[config.mk]
export PLATFORM = sky130hd
export DESIGN_NAME = ex_operand_stage_flat
export DESIGN_NICKNAME = d
export VERILOG_FILES = /design/src/rtl/ex_operand_stage_if.sv /design/src/rtl/ex_operand_stage.sv /design/src/flat_wrapper.sv
export SDC_FILE = /design/constraint.sdc
export NUM_CORES = 1
export LEC_CHECK = 0
export BUFFER_PORTS_ARGS = -buffer_cell sky130_fd_sc_hd__buf_2
export CAP_MARGIN = 20
export CORE_MARGIN = 10
export CORE_UTILIZATION = 50
export DETAILED_ROUTE_END_ITERATION = 7
export PLACE_DENSITY_LB_ADDON = 0.3
export SYNTH_ARGS = -nofsm -noshare
export SYNTH_HDL_FRONTEND = slang
export SYNTH_SLANG_ARGS = --single-unit
[constraint.sdc]
create_clock -name clk -period 3.1 [get_ports clk]
set_input_delay 0.155 -clock clk [delete_from_list [all_inputs] [get_ports clk]]
set_output_delay 0.155 -clock clk [all_outputs]
set_load 0.005 [all_outputs]
[src/rtl/ex_operand_stage_if.sv]
// rtl/ex_operand_stage_if.sv - decode, forwarding and ALU-side signal bundle for the ID/EX operand stage
interface ex_operand_stage_if #(
    parameter int W  = 32,
    parameter int RW = 5
);
    logic          stall;
    logic          flush;
    logic          id_valid;
    logic [W-1:0]  id_rs_val;
    logic [W-1:0]  id_rt_val;
    logic [W-1:0]  id_imm;
    logic [RW-1:0] id_rs;
    logic [RW-1:0] id_rt;
    logic [RW-1:0] id_rd;
    logic [3:0]    id_af;
    logic          id_i;
    logic          id_alusrc;
    logic          id_regwrite;
    logic          id_memread;
    logic          mem_regwrite;
    logic [RW-1:0] mem_rd;
    logic [W-1:0]  mem_result;
    logic          wb_regwrite;
    logic [RW-1:0] wb_rd;
    logic [W-1:0]  wb_result;
    logic [W-1:0]  alu_a;
    logic [W-1:0]  alu_b;
    logic [3:0]    alu_af;
    logic          alu_i;
    logic [W-1:0]  ex_store_data;
    logic [RW-1:0] ex_rd;
    logic          ex_regwrite;
    logic          ex_memread;
    logic          ex_valid;
    logic          load_use_hazard;

    modport master (
        output stall, flush, id_valid, id_rs_val, id_rt_val, id_imm,
               id_rs, id_rt, id_rd, id_af, id_i, id_alusrc, id_regwrite, id_memread,
               mem_regwrite, mem_rd, mem_result, wb_regwrite, wb_rd, wb_result,
        input  alu_a, alu_b, alu_af, alu_i, ex_store_data, ex_rd,
               ex_regwrite, ex_memread, ex_valid, load_use_hazard
    );

    modport slave (
        input  stall, flush, id_valid, id_rs_val, id_rt_val, id_imm,
               id_rs, id_rt, id_rd, id_af, id_i, id_alusrc, id_regwrite, id_memread,
               mem_regwrite, mem_rd, mem_result, wb_regwrite, wb_rd, wb_result,
        output alu_a, alu_b, alu_af, alu_i, ex_store_data, ex_rd,
               ex_regwrite, ex_memread, ex_valid, load_use_hazard
    );
endinterface

[src/rtl/ex_operand_stage.sv]
// rtl/ex_operand_stage.sv - ID/EX pipeline register with MEM/WB operand forwarding and load-use detection
module ex_operand_stage #(
    parameter int W  = 32,
    parameter int RW = 5
) (
    input logic               clk,
    input logic               rst_n,
    ex_operand_stage_if.slave bus
);
    logic          valid_q;
    logic          regwrite_q;
    logic          memread_q;
    logic [RW-1:0] rd_q;
    logic [RW-1:0] rs_q;
    logic [RW-1:0] rt_q;
    logic [W-1:0]  rs_val_q;
    logic [W-1:0]  rt_val_q;
    logic [W-1:0]  imm_q;
    logic [3:0]    af_q;
    logic          i_q;
    logic          alusrc_q;

    logic          hazard;
    logic [W-1:0]  fwd_rs;
    logic [W-1:0]  fwd_rt;

    // rt only matters for the hazard when it feeds the b operand
    assign hazard = valid_q & memread_q & bus.id_valid & (rd_q != '0) &
                    ((rd_q == bus.id_rs) | ((rd_q == bus.id_rt) & ~bus.id_alusrc));

    always_ff @(posedge clk or negedge rst_n) begin
        if (!rst_n) begin
            valid_q    <= 1'b0;
            regwrite_q <= 1'b0;
            memread_q  <= 1'b0;
            rd_q       <= '0;
            rs_q       <= '0;
            rt_q       <= '0;
            rs_val_q   <= '0;
            rt_val_q   <= '0;
            imm_q      <= '0;
            af_q       <= '0;
            i_q        <= 1'b0;
            alusrc_q   <= 1'b0;
        end else if (bus.stall) begin
            valid_q    <= valid_q;
        end else if (bus.flush || hazard) begin
            valid_q    <= 1'b0;
            regwrite_q <= 1'b0;
            memread_q  <= 1'b0;
            rd_q       <= '0;
            rs_q       <= '0;
            rt_q       <= '0;
            rs_val_q   <= '0;
            rt_val_q   <= '0;
            imm_q      <= '0;
            af_q       <= '0;
            i_q        <= 1'b0;
            alusrc_q   <= 1'b0;
        end else begin
            valid_q    <= bus.id_valid;
            regwrite_q <= bus.id_regwrite & bus.id_valid;
            memread_q  <= bus.id_memread & bus.id_valid;
            rd_q       <= bus.id_rd;
            rs_q       <= bus.id_rs;
            rt_q       <= bus.id_rt;
            rs_val_q   <= bus.id_rs_val;
            rt_val_q   <= bus.id_rt_val;
            imm_q      <= bus.id_imm;
            af_q       <= bus.id_af;
            i_q        <= bus.id_i;
            alusrc_q   <= bus.id_alusrc;
        end
    end

    // Forwarding is recomputed every cycle so a stalled instruction tracks live MEM/WB results
    always_comb begin
        fwd_rs = rs_val_q;
        if (rs_q != '0 && bus.mem_regwrite && bus.mem_rd == rs_q)
            fwd_rs = bus.mem_result;
        else if (rs_q != '0 && bus.wb_regwrite && bus.wb_rd == rs_q)
            fwd_rs = bus.wb_result;
    end

    always_comb begin
        fwd_rt = rt_val_q;
        if (rt_q != '0 && bus.mem_regwrite && bus.mem_rd == rt_q)
            fwd_rt = bus.mem_result;
        else if (rt_q != '0 && bus.wb_regwrite && bus.wb_rd == rt_q)
            fwd_rt = bus.wb_result;
    end

    assign bus.alu_a           = fwd_rs;
    assign bus.alu_b           = alusrc_q ? imm_q : fwd_rt;
    assign bus.alu_af          = af_q;
    assign bus.alu_i           = i_q;
    assign bus.ex_store_data   = fwd_rt;
    assign bus.ex_rd           = rd_q;
    assign bus.ex_regwrite     = regwrite_q;
    assign bus.ex_memread      = memread_q;
    assign bus.ex_valid        = valid_q;
    assign bus.load_use_hazard = hazard;
endmodule

[src/flat_wrapper.sv]
// flat-port wrapper written by rule: the top's interface ports become plain ports
module ex_operand_stage_flat 
#(
    parameter int W  = 32,
    parameter int RW = 5
)
  (clk, rst_n, bus_stall, bus_flush, bus_id_valid, bus_id_rs_val, bus_id_rt_val, bus_id_imm, bus_id_rs, bus_id_rt, bus_id_rd, bus_id_af, bus_id_i, bus_id_alusrc, bus_id_regwrite, bus_id_memread, bus_mem_regwrite, bus_mem_rd, bus_mem_result, bus_wb_regwrite, bus_wb_rd, bus_wb_result, bus_alu_a, bus_alu_b, bus_alu_af, bus_alu_i, bus_ex_store_data, bus_ex_rd, bus_ex_regwrite, bus_ex_memread, bus_ex_valid, bus_load_use_hazard);
  ex_operand_stage_if #(.W(W), .RW(RW)) bus_i ();
  input logic clk;
  input logic rst_n;
  input wire logic [$bits(bus_i.stall)-1:0] bus_stall;
  input wire logic [$bits(bus_i.flush)-1:0] bus_flush;
  input wire logic [$bits(bus_i.id_valid)-1:0] bus_id_valid;
  input wire logic [$bits(bus_i.id_rs_val)-1:0] bus_id_rs_val;
  input wire logic [$bits(bus_i.id_rt_val)-1:0] bus_id_rt_val;
  input wire logic [$bits(bus_i.id_imm)-1:0] bus_id_imm;
  input wire logic [$bits(bus_i.id_rs)-1:0] bus_id_rs;
  input wire logic [$bits(bus_i.id_rt)-1:0] bus_id_rt;
  input wire logic [$bits(bus_i.id_rd)-1:0] bus_id_rd;
  input wire logic [$bits(bus_i.id_af)-1:0] bus_id_af;
  input wire logic [$bits(bus_i.id_i)-1:0] bus_id_i;
  input wire logic [$bits(bus_i.id_alusrc)-1:0] bus_id_alusrc;
  input wire logic [$bits(bus_i.id_regwrite)-1:0] bus_id_regwrite;
  input wire logic [$bits(bus_i.id_memread)-1:0] bus_id_memread;
  input wire logic [$bits(bus_i.mem_regwrite)-1:0] bus_mem_regwrite;
  input wire logic [$bits(bus_i.mem_rd)-1:0] bus_mem_rd;
  input wire logic [$bits(bus_i.mem_result)-1:0] bus_mem_result;
  input wire logic [$bits(bus_i.wb_regwrite)-1:0] bus_wb_regwrite;
  input wire logic [$bits(bus_i.wb_rd)-1:0] bus_wb_rd;
  input wire logic [$bits(bus_i.wb_result)-1:0] bus_wb_result;
  output wire logic [$bits(bus_i.alu_a)-1:0] bus_alu_a;
  output wire logic [$bits(bus_i.alu_b)-1:0] bus_alu_b;
  output wire logic [$bits(bus_i.alu_af)-1:0] bus_alu_af;
  output wire logic [$bits(bus_i.alu_i)-1:0] bus_alu_i;
  output wire logic [$bits(bus_i.ex_store_data)-1:0] bus_ex_store_data;
  output wire logic [$bits(bus_i.ex_rd)-1:0] bus_ex_rd;
  output wire logic [$bits(bus_i.ex_regwrite)-1:0] bus_ex_regwrite;
  output wire logic [$bits(bus_i.ex_memread)-1:0] bus_ex_memread;
  output wire logic [$bits(bus_i.ex_valid)-1:0] bus_ex_valid;
  output wire logic [$bits(bus_i.load_use_hazard)-1:0] bus_load_use_hazard;
  assign bus_i.stall = bus_stall;
  assign bus_i.flush = bus_flush;
  assign bus_i.id_valid = bus_id_valid;
  assign bus_i.id_rs_val = bus_id_rs_val;
  assign bus_i.id_rt_val = bus_id_rt_val;
  assign bus_i.id_imm = bus_id_imm;
  assign bus_i.id_rs = bus_id_rs;
  assign bus_i.id_rt = bus_id_rt;
  assign bus_i.id_rd = bus_id_rd;
  assign bus_i.id_af = bus_id_af;
  assign bus_i.id_i = bus_id_i;
  assign bus_i.id_alusrc = bus_id_alusrc;
  assign bus_i.id_regwrite = bus_id_regwrite;
  assign bus_i.id_memread = bus_id_memread;
  assign bus_i.mem_regwrite = bus_mem_regwrite;
  assign bus_i.mem_rd = bus_mem_rd;
  assign bus_i.mem_result = bus_mem_result;
  assign bus_i.wb_regwrite = bus_wb_regwrite;
  assign bus_i.wb_rd = bus_wb_rd;
  assign bus_i.wb_result = bus_wb_result;
  assign bus_alu_a = bus_i.alu_a;
  assign bus_alu_b = bus_i.alu_b;
  assign bus_alu_af = bus_i.alu_af;
  assign bus_alu_i = bus_i.alu_i;
  assign bus_ex_store_data = bus_i.ex_store_data;
  assign bus_ex_rd = bus_i.ex_rd;
  assign bus_ex_regwrite = bus_i.ex_regwrite;
  assign bus_ex_memread = bus_i.ex_memread;
  assign bus_ex_valid = bus_i.ex_valid;
  assign bus_load_use_hazard = bus_i.load_use_hazard;
  ex_operand_stage #(.W(W), .RW(RW)) u_core (.clk(clk), .rst_n(rst_n), .bus(bus_i));
endmodule
; ---- After elaboration in Yosys (flattened, before gate mapping)
; Index checks and enable logic that the tools add are counted.
[word_totals]
out_inout_bits = 110
ramBits = 0
inputBits = 200
mem_count = 0
latch_bits = 0
elab_cells = 56
rom_bits = 0
regBits = 120
[op_classes]
reduce_logical = 12
bitwise = 9
shift = 0
n_mul = 0
eq_ne = 6
n_addsub = 0
n_mux = 17
n_div = 0
magnitude_cmp = 0
[op_table]
columns = op, n
row1 = $mux 32, 8
row2 = $eq 5x5->1, 6
row3 = $mux 5, 3
row4 = $reduce_bool 5->1, 3
row5 = $logic_and 1x1->1, 8
row6 = $and 1x1->1, 7
row7 = $mux 1, 5
row8 = $mux 4, 1
row9 = $logic_or 1x1->1, 1
row10 = $not 1->1, 1
row11 = $or 1x1->1, 1

; ---- Logic depth before layout (Yosys ltp)
; Gate-level depths: netlist (run 1).
[logic_depth]
ltp_word = 6
ltp_mapped = 7
depth_no_buf = 5

; ---- Worst setup path before layout (run 1)
; OpenSTA, ideal clock, no wires.
[synth_path]
path_kind = reg-to-output
start = register u_core.rt_q[0]
end = output bus_alu_b[30]
required_ns = 2.945
path_stages_with_launch = 8
n_path_buf = 2
slack_ns = 0.996
arrival_time_ns = 1.949
path_cell_list = dfrtp_1 > or4_1 > or2_1 > buf_2 > buf_6 > nand3_1 > a31oi_1 > mux2_2
[synth_between]
elab_chain_len = 6
word_cells_on_any_way = 10
cone_classes = eq/ne (2) / mux (3) / reduce/logical (5)
[synth_rtl]
columns = element, line
row1 = start: declaration, ex_operand_stage.sv:15  ; logic [RW-1:0] rt_q;
row2 = start signal: assignment, ex_operand_stage.sv:66  ; rt_q <= bus.id_rt;
row3 = $reduce_bool 5->1, "ex_operand_stage.sv:87, ex_operand_stage.sv:89"
row4 = $logic_and 1x1->1 (2 in a row), ex_operand_stage.sv:89  ; else if (rt_q != '0 && bus.wb_regwrite && bus.wb_rd == rt_q)
row5 = $mux 32, ex_operand_stage.sv:89
row6 = $mux 32 *, ex_operand_stage.sv:87  ; if (rt_q != '0 && bus.mem_regwrite && bus.mem_rd == rt_q)
row7 = net bus_ex_store_data[30], flat_wrapper.sv:35  ; output wire logic [$bits(bus_i.ex_store_data)-1:0] bus_ex_store_data;
row8 = $mux 32 *, ex_operand_stage.sv:94  ; assign bus.alu_b = alusrc_q ? imm_q : fwd_rt;
row9 = end: declaration, flat_wrapper.sv:32  ; output wire logic [$bits(bus_i.alu_b)-1:0] bus_alu_b;
; The timed path passes the listed nets; every way through them passes the cells marked *.

; ---- Final worst setup path (run 1)
[layout_path]
start = register u_core.rt_q[0]
end = output bus_alu_b[15]
[layout_between]
elab_chain_len = 6
word_cells_on_any_way = 10
cone_classes = eq/ne (2) / mux (3) / reduce/logical (5)
[layout_rtl]
columns = element, line
row1 = $reduce_bool 5->1, "ex_operand_stage.sv:87, ex_operand_stage.sv:89"
row2 = $logic_and 1x1->1 (2 in a row), ex_operand_stage.sv:89
row3 = $mux 32, ex_operand_stage.sv:89
row4 = $mux 32 *, ex_operand_stage.sv:87
row5 = $mux 32 *, ex_operand_stage.sv:94
; Every way passes the cells marked *; elsewhere a longest branch is shown, timed or not.

==> results of run 1 <==
==> routing by layer <==
| layer | share of wire, % | track usage, % | vias to the layer above |
|---|---|---|---|
| met5 | 0 | 0 | - |
| met4 | 3.8 | 14.6 | 0 |
| met3 | 11 | 8.90 | 99 |
| met2 | 49 | 50.0 | 561 |
| met1 | 37 | 36.7 | 3684 |
| li1 | - | - | 3333 |
==> critical path, stage by stage, from the launching register on <==
cell      delay [ps]
dfrtp_1          420
or4_1            670
o211ai_4         300
or2_1            150
buf_4            260
a31oi_1          180
mux2_2           320
buf_2            130
==> through the flow <==
| step | instances | hold WS [ps] |
|---|---|---|
| final | 1246 | 17.4 |
| after detailed placement | 1094 | 153 |
| after global routing | 1246 | 9.70 |
| after floorplan | 656 | -141 |
| after CTS | 1240 | 0.0602 |
| after global placement | 1094 | 153 |
==> power by group <==
group          switching [W]  internal, W  leakage [nW]  total (W)
Combinational       0.000571     0.000555          3.06    0.00113
Sequential          0.000111      0.00169          1.56    0.00180
Clock               0.000657      0.00123         0.273    0.00189
Total                0.00134      0.00347          4.89    0.00481
==> worst max path at each step <==
stage	end	slack [ps]	depth (start not counted)
2_1_floorplan	bus_alu_b[30]	1000	7
3_3_place_gp	bus_alu_b[8]	480	6
3_5_place_dp	bus_alu_b[1]	430	6
4_1_cts	bus_alu_a[7]	20	7
5_1_grt	bus_alu_b[15]	10	7
6_report	bus_alu_b[15]	100	7
==> logic make-up after synthesis <==
group,count (synthesis),synth area share [%]
compound gates,220,25.3
flops,120,44.8
simple gates,155,11.8
xor+xnor,30,3.92
buf+inv,70,4.57
mux,61,9.65
==> Yosys cell counts, drive strengths merged <==
library cell | number | area, sq um
and3 | 32 | 200
or4 | 2 | 15.0
mux2i | 32 | 320
or2 | 2 | 12.5
a211oi | 1 | 7.51
mux2 | 29 | 327
or3 | 1 | 6.26
nand3 | 31 | 155
nor4 | 2 | 25.0
a31oi | 29 | 181
nor3 | 30 | 150
xnor2 | 25 | 219
and2 | 1 | 6.26
a221oi | 3 | 26.3
clkbuf | 44 | 165
buf | 26 | 141
and4 | 1 | 8.76
o32ai | 1 | 8.76
o21ai | 32 | 160
dfrtp | 120 | 3000
o31ai | 32 | 240
a21oi | 1 | 5.00
a22o | 118 | 1030
nor2 | 11 | 41.3
xor2 | 5 | 43.8
a32o | 2 | 20.0
nand2 | 37 | 139
nand4 | 5 | 31.3
o211ai | 1 | 12.5
==> cell type report <==
type | instances | area share, %
Tap cell | 176 | 2.16
Sequential cell | 120 | 29.5
Multi-Input combinational cell | 467 | 34.0
Antenna cell | 3 | 0.0737
Timing Repair Buffer | 451 | 28.8
Clock buffer | 25 | 4.76
Clock inverter | 4 | 0.688
==> sequential cells by signal, indices dropped and copies added, names as in the netlist <==
register and flops:
u_core.imm_q 32, u_core.alusrc_q 1, u_core.bus.ex_memread 1, u_core.bus.alu_i 1
u_core.rt_val_q 32, u_core.bus.alu_af 4, u_core.bus.ex_valid 1, u_core.rt_q 5
u_core.bus.ex_regwrite 1, u_core.rs_val_q 32, u_core.bus.ex_rd 5, u_core.rs_q 5
==> repair_timing <==
item | CTS | global route
endpoints found under the setup margin | 29 | 25
resized for setup | 1 | 2
hold buffers | 117 | 0
pin swaps | 0 | 2
setup buffers | 0 | 2
endpoints found under the hold margin | 149 | 0
gates cloned | 0 | 1
==> results by group, run 1 <==
Drt
  – Routed length per instance: 23.7 um
  – Routed vias/inst: 6.16
  – Detail Route Antenna Nets: 0
  – Initial DRC count: 684
  – Final WL: 29.5 mm
  – DRC: 0
  – Total vias in the final route: 7677
  – Pre-Repair DR Iteration Count: 6

Worst setup path
  – Critical R2R Launch: u_core.bus.ex_rd[1]
  – Reg2reg setup slack: 610 ps
  – R2R depth: 6
  – Crit Path Class: register to output pin
  – CP required: 2940 ps
  – WP data arrival: 2840 ps
  – Crit start category: register
  – CP Capture Type: output pin
  – Worst R2R End: u_core.rs_val_q[19]
  – CP startpoint: u_core.rt_q[0]
  – Critical Path Fanout Max: 19

Clocking
  – Worst-path clk slew: 50 ps
  – CTS max path bufs: 2
  – Clock Sinks: 120
  – Clock root buffer: clkbuf_16
  – CTS tree: built
  – Clock insertion delay at the later pin of the skew report: 410 ps
  – CTS buffer count: 17
  – H-tree levels: 4

STA
  – Final worst setup slack: 102 ps
  – Clock Skew: 5.47 ps
  – Final slew viol count: 0
  – Final Critical Period: 3000 ps
  – Final setup fails: 0
  – Highest clock rate: 334 MHz
  – Pin slew with the least headroom to its limit: 1030 ps
  – Hold Vio Cnt, Final: 0
  – Slew headroom: 31.7%
  – Final worst path period share: 96.7%
  – Post-Route Setup TNS: 0 ps
  – RSZ-0062 raised after global routing: no

Worst hold path
  – WHS Endpoint: u_core.bus.ex_valid
  – Hold_sp: bus_id_valid
  – Cells on Worst Hold Path: 2
  – HP Class: input pin to register

Final layout
  – Fillers: 850
  – Footprint of the multi-input gates: 3470 sq um
  – Most frequent cells in the layout: buf_2, dfrtp_1, a22o_1
  – Nets@finish: 1257
  – Commonest non-fill, non-tap cell in the layout: buf_2
  – Layout area overhead: 52.0%
  – Fraction of layout cells with a size suffix above 1: 37.2%
  – Post-route cell area: 10200 sq um
  – Final core occ: 77.3%
  – Reg area: 3000 sq um

Status
  – Status: finished, final reports clean

Die
  – Initial Util: 50.8%
  – DIE HEIGHT: 136 um
  – CORE AREA: 13200 sq um
  – DIE AREA: 18400 sq um
  – Io pins: 310
  – Row Count: 42
  – Width of the die: 136 um

Logic synthesis
  – Mapped cell area: 6710 sq um
  – Avg Inst Size Synth: 10.2 sq um
  – Ys Warns: 0
  – Yosys reg bits: 120
  – Post-Syn Nets: 856
  – Count of cell types in the netlist: 32
  – Seq/Total Area, Yosys: 44.8%
  – Mapped Cells: 656

Global route
  – Vias in the first global route: 7981
  – First-pass GRT wire length: 44.6 mm
  – GRT Util Overall: 30.8%
  – Initial antenna violation count: 3
  – Total grt overflow: 0
  – Pin count of the biggest net entering global routing: 104

Place
  – Dpl cell area: 8420 sq um
  – Pre-CTS WS: 431 ps
  – Placer congestion estimate: 0.957
  – Port bufs: 309
  – Post-DP HPWL: 18.7 mm

Power
  – Leakage dissipation: 4.89 nW
  – Pwr Total: 0.00481 W
  – Pwr Density: 472 nW/um^2
  – Peak supply drop: 0.425 mV

Run
  – Max-cap violations: 0
(Power assumes the default switching activity.)
==> run 2, diff against run 1 <==
--- a/config.mk
+++ b/config.mk
@@ -10,6 +10,7 @@
 export CORE_MARGIN = 10
 export CORE_UTILIZATION = 50
 export DETAILED_ROUTE_END_ITERATION = 7
+export GPL_TIMING_DRIVEN = 0
 export PLACE_DENSITY_LB_ADDON = 0.3
 export SYNTH_ARGS = -nofsm -noshare
 export SYNTH_HDL_FRONTEND = slang
==> run 2 against run 1 <==
  * First-iteration DRC count increased by 29%
  * Clock skew increased by 1.7 ps
  * Routed wire length increased by 7.7%
  * Critical path type unchanged
  * Global-route usage increased by 2.7 points
==> results by group, run 2 (same netlist as run 1, synthesis figures left out) <==
STA
  – Highest clock rate: 332 MHz (was 334 MHz)
  – Clock Skew: 7.16 ps (was 5.47 ps)
  – Post-Route Setup TNS: 0 ps (unchanged)
  – Final setup fails: 0 (unchanged)
  – Pin slew with the least headroom to its limit: 756 ps (was 1030 ps)
  – Slew headroom: 49.6% (was 31.7%)
  – RSZ-0062 raised after global routing: yes (was no)
  – Final worst path period share: 97.0% (was 96.7%)
  – Hold Vio Cnt, Final: 0 (unchanged)
  – Final Critical Period: 3010 ps (was 3000 ps)
  – Final slew viol count: 0 (unchanged)

Final layout
  – Post-route cell area: 10400 sq um (was 10200 sq um)
  – Reg area: 3000 sq um (about the same)
  – Footprint of the multi-input gates: 3440 sq um (was 3470 sq um)
  – Fillers: 845 (was 850)
  – Layout area overhead: 54.9% (was 52.0%)
  – Commonest non-fill, non-tap cell in the layout: buf_2 (unchanged)
  – Largest registers: u_core.imm_q: 32 flops, u_core.rs_val_q: 32 flops, u_core.rt_val_q: 32 flops (unchanged)
  – Fraction of layout cells with a size suffix above 1: 36.0% (was 37.2%)
  – Nets@finish: 1301 (was 1257)
  – Most frequent cells in the layout: buf_2, dfrtp_1, a22o_1 (unchanged)

Drt
  – Pre-Repair DR Iteration Count: 5 (was 6)
  – Initial DRC count: 883 (was 684)
  – Routed vias/inst: 6.20 (was 6.16)
  – Final WL: 31.8 mm (was 29.5 mm)
  – DRC: 0 (unchanged)
  – Total vias in the final route: 8012 (was 7677)
  – Routed length per instance: 24.6 um (was 23.7 um)
  – Detail Route Antenna Nets: 0 (unchanged)

Worst setup path
  – Top Family by Delay on Critical Path: compound AO/OA/AOI/OAI gates (was simple AND/OR/NAND/NOR gates)
  – Crit-path cells: or4_1 > o211ai_2 > buf_2 > nor2_1 > a221oi_1 > o31ai_1 > buf_2 (was or4_1 > o211ai_4 > or2_1 > buf_4 > a31oi_1 > mux2_2 > buf_2)
  – CP Capture Type: output pin (unchanged)
  – CP startpoint: u_core.rt_q[0] (unchanged)
  – CP required: 2940 ps (about the same)
  – Crit Path Class: register to output pin (unchanged)
  – WP data arrival: 2850 ps (was 2840 ps)
  – Worst Path Buf+Inv: 2 (unchanged)
  – Worst R2R End: u_core.rs_val_q[11] (was u_core.rs_val_q[19])
  – CP Depth: 7 (unchanged)
  – Setup crit end: bus_alu_b[25] (was bus_alu_b[15])
  – Reg2reg setup slack: 530 ps (was 610 ps)
  – R2R depth: 6 (unchanged)
  – CP most frequent cell: buf_2
  – Critical path's largest stage delay: 610 ps (was 670 ps)
  – Critical Path Fanout Max: 10 (was 19)
  – Critical R2R Launch: u_core.bus.ex_rd[0] (was u_core.bus.ex_rd[1])
  – Crit start category: register (unchanged)
  – Critical-path top delay cell: or4_1 (unchanged)

Clocking
  – CTS buffer count: 17 (unchanged)
  – H-tree levels: 4 (unchanged)
  – CTS tree: built (unchanged)
  – Clock Sinks: 120 (unchanged)
  – CTS max path bufs: 2 (unchanged)
  – Clock root buffer: clkbuf_16 (unchanged)
  – Clock insertion delay at the later pin of the skew report: 430 ps (was 410 ps)
  – Worst-path clk slew: 60 ps (was 50 ps)

Run
  – Max-cap violations: 0 (unchanged)

Die
  – Width of the die: 136 um (unchanged)
  – DIE HEIGHT: 136 um (unchanged)
  – Io pins: 310 (unchanged)
  – Initial Util: 50.8% (unchanged)
  – Row Count: 42 (unchanged)
  – CORE AREA: 13200 sq um (unchanged)
  – DIE AREA: 18400 sq um (unchanged)

Global route
  – Pin count of the biggest net entering global routing: 98 (was 104)
  – First-pass GRT wire length: 48.0 mm (was 44.6 mm)
  – Total grt overflow: 0 (unchanged)
  – Vias in the first global route: 8430 (was 7981)
  – Initial antenna violation count: 2 (was 3)
  – GRT Util Overall: 33.5% (was 30.8%)

Power
  – Pwr Density: 496 nW/um^2 (was 472 nW/um^2)
  – Peak supply drop: 0.488 mV (was 0.425 mV)
  – Leakage dissipation: 4.99 nW (was 4.89 nW)

Worst hold path
  – HP Class: input pin to register (unchanged)

Place
  – Port bufs: 309 (unchanged)
  – Dpl cell area: 8510 sq um (was 8420 sq um)
  – Post-DP HPWL: 21.1 mm (was 18.7 mm)
  – Placer congestion estimate: 0.936 (was 0.957)

Status
  – Status: finished, final reports clean (unchanged)
## run 2: cell types whose count changed in the layout (fill, tap and decap cells not counted), sizes merged
cell    before  now
nor4         3    2
clkbuf      25   70
clkinv       2    3
bufinv       2    4
## run 2: per-stage QoR
| stage | total power (W) | util (%) | hold slack, ps | worst slack (ps) | cells |
|---|---|---|---|---|---|
| after floorplan | 0.00227 | - | -141 | 996 | 656 |
| after global placement | 0.00276 | 64.2 | 371 | 346 | 1141 |
| after detailed placement | 0.00279 | 64.5 | 22.2 | 410 | 1142 |
| after CTS | 0.00510 | 78.5 | 1.11 | 15.7 | 1291 |
| after global routing | 0.00532 | 78.7 | 23.2 | -7.59 | 1292 |
| final | 0.00516 | 78.7 | 16.6 | 91.7 | 1293 |
## run 2: report_power, final
group	total [W]	switching, W	leakage [nW]	internal (W)
registers	0.00179	0.0000987	1.56	0.00169
clock network	0.00221	0.000718	0.329	0.00149
logic	0.00116	0.000602	3.10	0.000557
## run 2: worst min-delay path by stage
| stage | cells after the start | end | slack (ps) | from |
|---|---|---|---|---|
| after floorplan | 0 | u_core.alusrc_q | -140 | rst_n |
| after global placement | 2 | u_core.imm_q[28] | 370 | bus_id_imm[28] |
| after detailed placement | 1 | u_core.imm_q[16] | 20 | rst_n |
| after CTS | 2 | u_core.bus.ex_memread | 1 | bus_id_memread |
| after global routing | 2 | u_core.bus.ex_regwrite | 20 | bus_id_regwrite |
| final | 2 | u_core.rt_q[2] | 20 | bus_id_rt[2] |
## run 2: worst register-to-register path: cells and delay by family, from the launching register on
| kind | cells | cell delay (ps) |
|---|---|---|
| DFF | 1 | 460 |
| buffers and inverters | 2 | 1000 |
| AOI/OAI and AO/OA | 3 | 730 |
| and+or+nand+nor | 1 | 320 |
## run 2: layout make-up
type | instances | area share, %
Timing Repair Buffer | 427 | 26.5
Antenna cell | 3 | 0.0723
Clock inverter | 7 | 1.30
Clock buffer | 25 | 5.06
Buffer | 69 | 2.94
Sequential cell | 120 | 28.9
Multi-Input combinational cell | 466 | 33.1
Tap cell | 176 | 2.12
## run 2: routing by layer
layer / wire length [um] / GRT usage, % / share of wire (%)
met1: 11400 / 38.6 / 36
met2: 15600 / 56.3 / 49
met3: 3540 / 9.53 / 11
met4: 1220 / 15.3 / 3.9
met5: 0 / 0 / 0
## run 2: repair_timing
action | 4_1_cts | 5_1_grt
hold buffers | 117 | 0
setup endpoints to repair | 10 | 15
hold endpoints to repair | 218 | 0
buffers inserted | 0 | 0
gates resized for setup | 2 | 5
